--- config.mk ---
export PLATFORM = sky130hd
export DESIGN_NAME = s38584_chan_scan_mon
export DESIGN_NICKNAME = d
export VERILOG_FILES = /design/src/rtl/s38584_chan_scan_mon.sv
export SDC_FILE = /design/constraint.sdc
export NUM_CORES = 1
export LEC_CHECK = 0
export ABC_CLOCK_PERIOD_IN_PS = 2000
export BUFFER_PORTS_ARGS = -buffer_cell sky130_fd_sc_hd__buf_2
export CAP_MARGIN = 40
export CORE_MARGIN = 2
export CORE_UTILIZATION = 49
export CTS_BUF_LIST = sky130_fd_sc_hd__clkbuf_4 sky130_fd_sc_hd__clkbuf_8
export CTS_CLUSTER_SIZE = 24
export DETAILED_ROUTE_END_ITERATION = 8
export PLACE_DENSITY = 0.85
export SYNTH_ARGS = -nofsm -noshare
export SYNTH_HDL_FRONTEND = slang
export SYNTH_SLANG_ARGS = --single-unit
--- constraint.sdc ---
create_clock -name CK -period 2 [get_ports CK]
set_input_delay 0.1 -clock CK [delete_from_list [all_inputs] [get_ports CK]]
set_output_delay 0.1 -clock CK [all_outputs]
set_load 0.005 [all_outputs]
--- src/rtl/s38584_chan_scan_mon.sv ---
// ---------------------------------------------------------------------------
// s38584_chan_scan_mon
//
// Purpose:
//   Round-robin channel scan monitor. On an accepted start it snapshots the
//   phase select, the tag compare and the gating term. It then visits one
//   channel per cycle and accumulates the per-channel hits. One cycle later it
//   registers a combined status flag. Each flagged scan bumps a saturating
//   mismatch counter.
//
// Optional feature (macro S38584_CHAN_SCAN_PARITY_EN):
//   When defined, adds the output hit_par. It is the XOR of every per-channel
//   hit bit seen during the last scan, registered together with flag.
//
// Ports:
//   CK          in   clock, rising edge
//   RN          in   asynchronous active-low reset
//   start       in   scan request, only honoured while idle
//   sel_phase   in   0: even channels eligible, 1: odd channels eligible
//   tag_in      in   [TAG_W] observed tag
//   tag_ref     in   [TAG_W] reference tag
//   ch_req      in   [NCH] per-channel request flags (sampled live)
//   ch_busy     in   [NCH] per-channel busy flags; a busy channel is masked
//   gate_a..d   in   gating terms, gate = gate_c & ((gate_a & gate_b) | gate_d)
//   busy        out  high while a scan/evaluation is in progress
//   cur_ch      out  [log2(NCH)] channel currently being scanned
//   flag        out  registered status result
//   flag_valid  out  one-cycle pulse when flag updates
//   mis_cnt     out  [CNT_W] saturating count of scans that produced flag=1
//   done        out  one-cycle pulse at scan end, coincident with flag_valid
//   hit_par     out  (macro only) parity of hits from the last scan
// ---------------------------------------------------------------------------
module s38584_chan_scan_mon #(
    parameter int NCH   = 8,
    parameter int TAG_W = 2,
    parameter int CNT_W = 4
) (
    input  logic                   CK,
    input  logic                   RN,
    input  logic                   start,
    input  logic                   sel_phase,
    input  logic [TAG_W-1:0]       tag_in,
    input  logic [TAG_W-1:0]       tag_ref,
    input  logic [NCH-1:0]         ch_req,
    input  logic [NCH-1:0]         ch_busy,
    input  logic                   gate_a,
    input  logic                   gate_b,
    input  logic                   gate_c,
    input  logic                   gate_d,
    output logic                   busy,
    output logic [$clog2(NCH)-1:0] cur_ch,
    output logic                   flag,
    output logic                   flag_valid,
    output logic [CNT_W-1:0]       mis_cnt,
`ifdef S38584_CHAN_SCAN_PARITY_EN
    output logic                   hit_par,
`endif
    output logic                   done
);

    localparam int CH_W = $clog2(NCH);

    localparam logic [1:0] ST_IDLE = 2'd0;
    localparam logic [1:0] ST_SCAN = 2'd1;
    localparam logic [1:0] ST_EVAL = 2'd2;

    localparam logic [CH_W-1:0]  LAST_CH = CH_W'(NCH - 1);
    localparam logic [CNT_W-1:0] CNT_MAX = {CNT_W{1'b1}};

    logic [1:0]       state_reg;
    logic [CH_W-1:0]  cur_ch_reg;
    logic             phase_reg;
    logic             tag_ok_reg;
    logic             gate_reg;
    logic             hit_acc_reg;
    logic             flag_reg;
    logic             flag_valid_reg;
    logic             done_reg;
    logic [CNT_W-1:0] mis_cnt_reg;
`ifdef S38584_CHAN_SCAN_PARITY_EN
    logic             par_acc_reg;
    logic             hit_par_reg;
`endif

    logic             gate_now;
    logic [NCH-1:0]   hit_vec;
    logic             hit_cur;
    logic             flag_next;

    assign gate_now = gate_c & ((gate_a & gate_b) | gate_d);

    // Hit candidates for every channel. Only the channel under cur_ch is
    // consumed, so ch_req/ch_busy are effectively sampled live in that cycle.
    genvar gi;
    generate
        for (gi = 0; gi < NCH; gi++) begin : g_hit
            localparam logic ODD_CH = ((gi % 2) != 0);
            assign hit_vec[gi] = ch_req[gi] & ~ch_busy[gi] & (phase_reg == ODD_CH);
        end
    endgenerate

    assign hit_cur   = hit_vec[cur_ch_reg];
    assign flag_next = hit_acc_reg ^ (tag_ok_reg & gate_reg);

    always_ff @(posedge CK or negedge RN) begin
        if (!RN) begin
            state_reg      <= ST_IDLE;
            cur_ch_reg     <= '0;
            phase_reg      <= 1'b0;
            tag_ok_reg     <= 1'b0;
            gate_reg       <= 1'b0;
            hit_acc_reg    <= 1'b0;
            flag_reg       <= 1'b0;
            flag_valid_reg <= 1'b0;
            done_reg       <= 1'b0;
            mis_cnt_reg    <= '0;
`ifdef S38584_CHAN_SCAN_PARITY_EN
            par_acc_reg    <= 1'b0;
            hit_par_reg    <= 1'b0;
`endif
        end else begin
            // Pulses default low; they are raised only on the EVAL edge.
            flag_valid_reg <= 1'b0;
            done_reg       <= 1'b0;
            case (state_reg)
                ST_IDLE: begin
                    if (start) begin
                        state_reg   <= ST_SCAN;
                        cur_ch_reg  <= '0;
                        phase_reg   <= sel_phase;
                        tag_ok_reg  <= (tag_in == tag_ref);
                        gate_reg    <= gate_now;
                        hit_acc_reg <= 1'b0;
`ifdef S38584_CHAN_SCAN_PARITY_EN
                        par_acc_reg <= 1'b0;
`endif
                    end
                end
                ST_SCAN: begin
                    hit_acc_reg <= hit_acc_reg | hit_cur;
`ifdef S38584_CHAN_SCAN_PARITY_EN
                    par_acc_reg <= par_acc_reg ^ hit_cur;
`endif
                    // NCH is a power of two, so the increment wraps to 0
                    // exactly when leaving the last channel.
                    cur_ch_reg  <= cur_ch_reg + CH_W'(1);
                    if (cur_ch_reg == LAST_CH) begin
                        state_reg <= ST_EVAL;
                    end
                end
                ST_EVAL: begin
                    flag_reg       <= flag_next;
                    flag_valid_reg <= 1'b1;
                    done_reg       <= 1'b1;
`ifdef S38584_CHAN_SCAN_PARITY_EN
                    hit_par_reg    <= par_acc_reg;
`endif
                    if (flag_next && (mis_cnt_reg != CNT_MAX)) begin
                        mis_cnt_reg <= mis_cnt_reg + CNT_W'(1);
                    end
                    state_reg <= ST_IDLE;
                end
                default: begin
                    state_reg <= ST_IDLE;
                end
            endcase
        end
    end

    assign busy       = (state_reg != ST_IDLE);
    assign cur_ch     = cur_ch_reg;
    assign flag       = flag_reg;
    assign flag_valid = flag_valid_reg;
    assign done       = done_reg;
    assign mis_cnt    = mis_cnt_reg;
`ifdef S38584_CHAN_SCAN_PARITY_EN
    assign hit_par    = hit_par_reg;
`endif

endmodule

## Word-level counts from Yosys, hierarchy flattened

Index checks and enable logic that the tools add are counted.

| word-level totals | value |
|---|---|
| memories | 0 |
| logic and storage cells | 68 |
| latch bits | 0 |
| register bits after elaboration | 15 |
| bits in read-only memories | 0 |
| RAM bits | 0 |
| input bits | 28 |
| output and inout bits | 11 |

| cells by class | value |
|---|---|
| bitwise logic cells | 31 |
| $add $sub $neg | 2 |
| multiplexer cells | 10 |
| shift-type cells | 0 |
| div/mod/pow operators | 0 |
| equal/unequal tests | 7 |
| reductions and logical operators | 8 |
| $mul | 0 |
| order comparisons | 1 |

Operators with widths:

| kind | number |
|---|---|
| $and A1 B1 Y1 | 19 |
| $not A1 Y1 | 9 |
| $reduce_and A2 Y1 | 4 |
| $pmux W3 S2 | 1 |
| $add A4 B1 Y4 const B | 1 |
| $lt A3 B4 Y1 const B | 1 |
| $mux W2 | 2 |
| $ne A2 B2 Y1 const B | 2 |
| $ne A4 B4 Y1 const B | 1 |
| $pmux W2 S2 | 1 |
| $reduce_bool A2 Y1 | 2 |
| $add A3 B1 Y3 const B | 1 |
| $bmux W1 S3 | 1 |
| $eq A3 B3 Y1 const B | 1 |
| $mux W1 | 3 |
| $mux W3 | 1 |
| $eq A2 B1 Y1 const B | 1 |
| $eq A2 B2 Y1 | 1 |
| $eq A2 B2 Y1 const B | 1 |
| $logic_not A2 Y1 | 1 |
| $or A1 B1 Y1 | 2 |
| $pmux W1 S2 | 1 |
| $logic_and A1 B1 Y1 | 1 |
| $xor A1 B1 Y1 | 1 |

## Longest topological paths before layout

Gate-level depths: netlist of the first run.

| logic depth | value |
|---|---|
| depth after elaboration | 7 |
| gate-level depth with buffers | 5 |

## Least setup slack after synthesis of the first run

No wires, ideal clock.

| timing | value |
|---|---|
| path kind | register to register |
| start | register mis_cnt_reg[0], in the netlist mis_cnt[0] |
| end | register mis_cnt_reg[1], in the netlist mis_cnt[1] |
| buffers on the path | 0 |
| path slack | 0.720 ns |
| clock period less this slack | 1.280 ns |
| stages on the path, launching flop included | 5 |
| arrival time | 1.156 ns |
| required time | 1.875 ns |
| cell sequence | dfrtp_1 -> ha_1 -> nand3_1 -> o211ai_1 -> mux2_2 |

| on the way | value |
|---|---|
| cells in the longest elaborated chain, start to end | 3 |

Ends and longest elaborated chain:

| item | line | RTL |
|---|---|---|
| from (decl) | 79 | `logic [CNT_W-1:0] mis_cnt_reg;` |
| from (signal assigned) | 159 | `mis_cnt_reg <= mis_cnt_reg + CNT_W'(1);` |
| branches (longest 3 deep; another with $add A4 B1 Y4) | - |  |

Several ways; the timed one is not identified.
A chain may end at the register's enable or synchronous reset.

## Worst setup path after layout of the first run

| timing | value |
|---|---|
| start | register tag_ok_reg |
| end | register mis_cnt_reg[1], in the netlist mis_cnt[1] |

| on the way | value |
|---|---|
| cells in the longest elaborated chain, start to end | 4 |

Ends and longest elaborated chain:

| item | line | RTL |
|---|---|---|
| from (decl) | 73 | `logic tag_ok_reg;` |
| from (signal assigned) | 131 | `tag_ok_reg <= (tag_in == tag_ref);` |
| $and A1 B1 Y1 | 103 | `assign flag_next = hit_acc_reg ^ (tag_ok_reg & gate_reg);` |
| $xor A1 B1 Y1 | 103 |  |
| $logic_and A1 B1 Y1 | 158 | `if (flag_next && (mis_cnt_reg != CNT_MAX)) begin` |
| $reduce_and A2 Y1 (no line) | - |  |

Every way passes these cells.

==> results by group, run 1 <==
Clock tree
  • Reg clk slew, reported paths: 80 ps
  • TritonCTS Buffers: 3
  • Root buf cell: clkbuf_4
  • H-Tree Depth: 1
  • Clk Latency, worst-skew pair: 280 ps
  • Sink Count: 15
  • Max Buffers Root-to-Sink: 2
  • TritonCTS clock tree: done

Drt
  • Final WL: about 1.6 mm
  • Starting DRT DRC Count: 9
  • WL per Instance: 12.0 um
  • Total number of vias: 729
  • Detailed-route vias per instance: 5.56
  • DRC: 0
  • Detail Route Antenna Nets: 0
  • First-pass DRT Iterations: 4

STA
  • Final hold vios: 0
  • Worst rel slew slack: 77.1%
  • Final min period: 1380 ps
  • Crit share post-route: 68.8%
  • Slew Limit Fails: 0
  • Worst Skew: 2.55 ps
  • RSZ-0062 raised after global routing: no
  • Final setup violating endpoints: 0
  • Worst-Margin Slew: around 340 ps
  • Max Clk Rate: 727 MHz
  • Final TNS setup: 0 ps
  • Final hold slack: 39.3 ps

Setup path
  • Slowest CP cell: dfrtp_1
  • Crit-path cells: and3b_1 > o211ai_1 > mux2_2
  • Crit. End Element: flip-flop
  • Worst-path maximum fanout: 3
  • WP buf/inv: 0
  • Max incr delay on CP: 400 ps
  • Worst Path Arrival: 1550 ps
  • Setup Crit Path Kind: flip-flop to flip-flop
  • CP delay by family, top: flip-flops
  • Nature of the critical path startpoint: flip-flop
  • R2R cell count: 3
  • Critical Path RT: 2170 ps
  • Stages on the worst setup path: 3

Logic synthesis
  • Net Count, Synth: 104
  • Post-Syn Area: 783 um2
  • Async S/R FF share, synth: between 90% and 100%
  • Library cells used by synthesis: 32
  • Synth area leaders: dfrtp_1, ha_1, mux2_2
  • Top post-synthesis cells by count: dfrtp_1, inv_1, nor2_1
  • Syn. warnings: 0
  • Top-area cell type share of the netlist area: between 40% and 50%
  • Sequential-to-total area share from yosys stat: 47.9%
  • Area leader, netlist: dfrtp_1
  • Number of synthesized register bits: 15
  • Synth Area per Inst: 10.7 um2
  • Main synth FF type: dfrtp_1
  • Post-synth EDFFs: 0
  • Most frequent cell after synthesis: dfrtp_1
  • Synth Instances: 73

Placement
  • GP Congestion: 0.741
  • Area after DPL: 986 um2
  • DP HPWL: 1.33 mm
  • Number of port buffers: 38
  • Inst Count DP: 126

Floorplan
  • Initial Util: 52.0%
  • Die area: 0.00193 mm2
  • Core area: 0.00151 mm2
  • Die height: 44.0 um
  • Row count: 14
  • Io pins: 39
  • Chip width: 44.0 um

Pwr
  • Leak: 0.547 nW
  • Internal power: 0.739 mW
  • Sw Share: a little over a third
  • Share of power burned in registers: 47.1%
  • Power share of the combinational group: a little under two fifths
  • Switching power: 0.398 mW
  • Clk pwr share: 16.2%
  • VDD IR max: a little over 0.0008 V
  • Power per Cell Area: 1110 mW/mm2

Finish
  • Area Overhead vs Synth: 31.0%
  • Number of flip-flops in the largest register: 4
  • Antenna diodes: 0
  • Share of cells above drive strength 1: 40.9%
  • Final nets: 147
  • Final Non-Filler Cells: 131
  • Final instance area: around 0.001 mm2

GRT
  • Vias in the first global route: 681
  • Global-route wire length before repair: 2.71 mm
  • Total GRT Usage: a little under a fifth
  • Initial antenna violation count: 0
  • Total grt overflow: 0
  • Largest net degree at the start of global routing: 16

Status
  • Status: completed

Run
  • Max-cap violations: 0

Hold path
  • Min-Delay Path Class: primary input to flip-flop
  • WHS Path Cells: 2
==> metrics by stage <==
stage | util [%] | power [mW] | worst slack (ps)
2_1_floorplan | - | 0.798 | 720
3_3_place_gp | 65.4 | 0.943 | 692
3_5_place_dp | 65.4 | 0.969 | 632
4_1_cts | 68.1 | 1.15 | 609
5_1_grt | 68.1 | 1.23 | 548
6_report | 68.1 | 1.14 | 624
==> kinds of logic (layout without fill, tap and decap cells) <==
group / after synthesis / count (layout) / share of synthesized area, %
and+or+nand+nor: 22 / 22 / 16.0
buffers and inverters: 7 / 49 / 3.83
xor gates and xnor gates: 4 / 4 / 4.47
DFF: 15 / 15 / 47.9
muxes: 4 / 4 / 5.59
AOI/OAI and AO/OA: 18 / 18 / 17.4
adders and majority gates: 3 / 3 / 4.79
==> metal layers <==
| metal | global-route usage [%] | routed length (um) |
|---|---|---|
| met5 | 0 | 0 |
| met4 | 3.64 | 15 |
| met3 | 3.75 | 105 |
| met2 | 34.4 | 841 |
| met1 | 22.4 | 608 |
==> power by group through the flow <==
stage	registers [mW]	logic [mW]	clock network (mW)
final	0.536	0.418	0.185
after global routing	0.559	0.475	0.201
after CTS	0.538	0.427	0.186
after detailed placement	0.542	0.426	0
after global placement	0.533	0.409	0
after floorplan	0.524	0.275	0
==> worst register-to-register path: stages (launching register included) <==
cell and delay [ps]:
dfrtp_1 400, and3b_1 190, o211ai_1 310, mux2_2 370
==> path summary, 6_finish.rpt <==
check                             end  slack (ps)       start
min in group asynchronous  mis_cnt[2]         250          RN
max reg2reg                mis_cnt[1]         620  tag_ok_reg
min reg2reg                      flag         520        flag
max                        mis_cnt[1]         620  tag_ok_reg
max in group asynchronous    gate_reg        1500          RN
min                          gate_reg          40      gate_c
==> layout by cell type, fill, tap and decap left out, drive strengths merged, types with 3 or more instances in the layout <==
cell and count:
a22o 3, buf 38, clkbuf 4, dfrtp 15, ha 3, inv 6, mux2 3, nand2 3
nand3 3, nor2 6, nor3b 3, xor2 3
==> what timing repair did <==
item | in CTS | in global routing
endpoints found under the setup margin | 0 | 0
resized for setup | 0 | 0
hold endpoints to repair | 15 | 0
setup buffers | 0 | 0
hold buffers | 1 | 0
==> cell type report <==
class	instances	area [um2]
Clock buffer	4	30.0
Sequential cell	15	375
Fill cell	124	480
Multi-Input combinational cell	51	378
Tap cell	16	20.0
Timing Repair Buffer	39	200
Inverter	6	22.5
Note: power is estimated with default switching activity, not from simulation.
==> run 2, diff against run 1 <==
- ABC_CLOCK_PERIOD_IN_PS: 2000 -> 1400
- CORE_UTILIZATION: 49 -> 46
- PLACE_DENSITY: 0.85 -> 0.8
- clock period: 2 -> 1.4 ns (I/O delays scaled with it)
==> results by group, run 2 (synthesis gave the netlist of run 1 again) <==
Setup path
  • Setup Crit Path Kind: flip-flop to flip-flop
  • WP buf/inv: 0 (unchanged)
  • End of the worst register-to-register path: mis_cnt[1]
  • Reg2Reg Setup Slack: 60 ps (-570 ps)
  • Worst-path maximum fanout: 3 (unchanged)
  • Max incr delay on CP: 390 ps (about the same)
  • CP delay by family, top: flip-flops
  • Critical Path RT: 1570 ps (-600 ps)
  • Crit-path cells: and3b_1 > o211ai_1 > mux2_2
  • Nature of the critical path startpoint: flip-flop
  • Slowest CP cell: dfrtp_1
  • RR Startpoint: tag_ok_reg
  • Worst Path Arrival: 1510 ps (-40 ps)
  • Crit. End Element: flip-flop
  • R2R cell count: 3 (unchanged)

GRT
  • Vias in the first global route: 629 (-7.6%)
  • Initial antenna violation count: 0 (unchanged)
  • Total grt overflow: 0 (unchanged)
  • Global-route wire length before repair: 2.60 mm (-4.1%)
  • Largest net degree at the start of global routing: 16 (unchanged)
  • Total GRT Usage: 17.6% (-1.1 points)

Finish
  • Share of cells above drive strength 1: 44.2% (+3.3 points)
  • Fillers: 139 (+12%)
  • Final instance area: 0.00106 mm2 (+3.7%)
  • Multi-input logic area: 380 um2 (+0.66%)
  • Most common cell after layout, fill and taps aside: buf_2
  • Antenna diodes: 0 (unchanged)
  • Most frequent cells in the layout: buf_2, dfrtp_1, nor2_1, inv_1, buf_4
  • Reg area: 375 um2 (unchanged)
  • Final nets: 152 (+3.4%)
  • Area Overhead vs Synth: 35.8%
  • Number of flip-flops in the largest register: 4 (unchanged)

Pwr
  • VDD IR max: 0.00111 V (+37%)
  • Leak: 0.568 nW (+3.8%)
  • Power per Cell Area: 1580 mW/mm2 (+43%)

STA
  • Max Clk Rate: 744 MHz (+2.4%)
  • Setup slack after layout: 55.4 ps (-568 ps)
  • Worst rel slew slack: 78.9% (+1.8 points)
  • Final hold vios: 0 (unchanged)
  • Final min period: 1340 ps (-31.7 ps)
  • Slew Limit Fails: 0 (unchanged)
  • Worst-Margin Slew: 317 ps (-25.5 ps)
  • Crit share post-route: 96.0% (+27 points)
  • Worst Skew: 7.48 ps (+4.92 ps)
  • Final setup violating endpoints: 0 (unchanged)
  • Final TNS setup: 0 ps (unchanged)

Floorplan
  • Initial Util: 50.2% (-1.8 points)
  • Die height: 45.3 um (+2.9%)
  • Core area: 0.00156 mm2 (+3.5%)
  • Chip width: 45.3 um (+2.9%)
  • Die area: 0.00205 mm2 (+5.9%)
  • Row count: 14 (unchanged)
  • Io pins: 39 (unchanged)

Placement
  • Number of port buffers: 38 (unchanged)
  • DP HPWL: 1.26 mm (-5.0%)
  • Area after DPL: 0.00101 mm2 (+2.3%)
  • Pre-CTS WS: 50.7 ps (-581 ps)
  • GP Congestion: 0.780 (+5.3%)

Hold path
  • Min-Delay Path Class: primary input to flip-flop
  • WHS Path Cells: 2 (unchanged)
  • WHS Endpoint: gate_reg
  • HP Start: gate_c

Clock tree
  • Max Buffers Root-to-Sink: 2 (unchanged)
  • TritonCTS clock tree: done
  • TritonCTS Buffers: 3 (unchanged)
  • Sink Count: 15 (unchanged)
  • H-Tree Depth: 1 (unchanged)
  • Clk Latency, worst-skew pair: 280 ps (about the same)
  • Reg clk slew, reported paths: 80 ps (about the same)
  • Root buf cell: clkbuf_4

Status
  • Status: completed

Drt
  • Detailed-route vias per instance: 5.24 (-5.9%)
  • Final WL: 1.54 mm (-2.3%)
  • Detail Route Antenna Nets: 0 (unchanged)
  • Total number of vias: 712 (-2.3%)
  • First-pass DRT Iterations: 3 (-1)
  • Starting DRT DRC Count: 10 (+1)
  • DRC: 0 (unchanged)
  • WL per Instance: 11.3 um (-5.9%)

Run
  • Max-cap violations: 0 (unchanged)
## run 2: worst max path at each step
stage	start	slack (ps)	cells after the start	endpoint
4_1_cts	tag_ok_reg	40	3	mis_cnt[1]
2_1_floorplan	mis_cnt[0]	120	4	mis_cnt[1]
3_3_place_gp	tag_ok_reg	100	3	mis_cnt[1]
3_5_place_dp	tag_ok_reg	50	3	mis_cnt[1]
6_report	tag_ok_reg	60	3	mis_cnt[1]
5_1_grt	tag_ok_reg	-10	3	mis_cnt[1]
## run 2: routing by layer
layer / GRT usage (%) / routed length (um) / vias up
li1: - / - / 363
met1: 21.4 / 648 / 314
met2: 30.0 / 762 / 31
met3: 4.00 / 103 / 4
met4: 7.06 / 21 / 0
met5: 0 / 0 / -
## run 2: layout make-up
| cell class | instances | share of cell area, % |
|---|---|---|
| Multi-Input combinational cell | 51 | 35.8 |
| Tap cell | 16 | 1.88 |
| Clock buffer | 3 | 2.12 |
| Timing Repair Buffer | 44 | 22.4 |
| Inverter | 6 | 2.12 |
| Sequential cell | 15 | 35.3 |
| Clock inverter | 1 | 0.471 |
## run 2: report_power, final
part	total [mW]	internal [mW]	switching [mW]
logic	0.705	0.411	0.295
clock network	0.240	0.106	0.134
registers	0.737	0.584	0.152
## run 2: repair_timing
item                                    in CTS  in global routing
buffers inserted                             0                  2
hold endpoints to repair                    15                  0
resized for setup                            0                  1
hold buffers                                 1                  0
endpoints found under the setup margin       0                  2
## run 2: metrics by stage
| stage | total power [mW] | util, % | std cells | hold slack [ps] |
|---|---|---|---|---|
| finish | 1.68 | 68.2 | 136 | 17.4 |
| detailed placement | 1.44 | 64.7 | 129 | -11.6 |
| CTS | 1.69 | 67.1 | 134 | 14.3 |
| global route | 1.83 | 68.2 | 136 | 9.11 |
| global placement | 1.41 | 64.7 | 129 | -17.6 |
| floorplan | 1.14 | - | 73 | -226 |
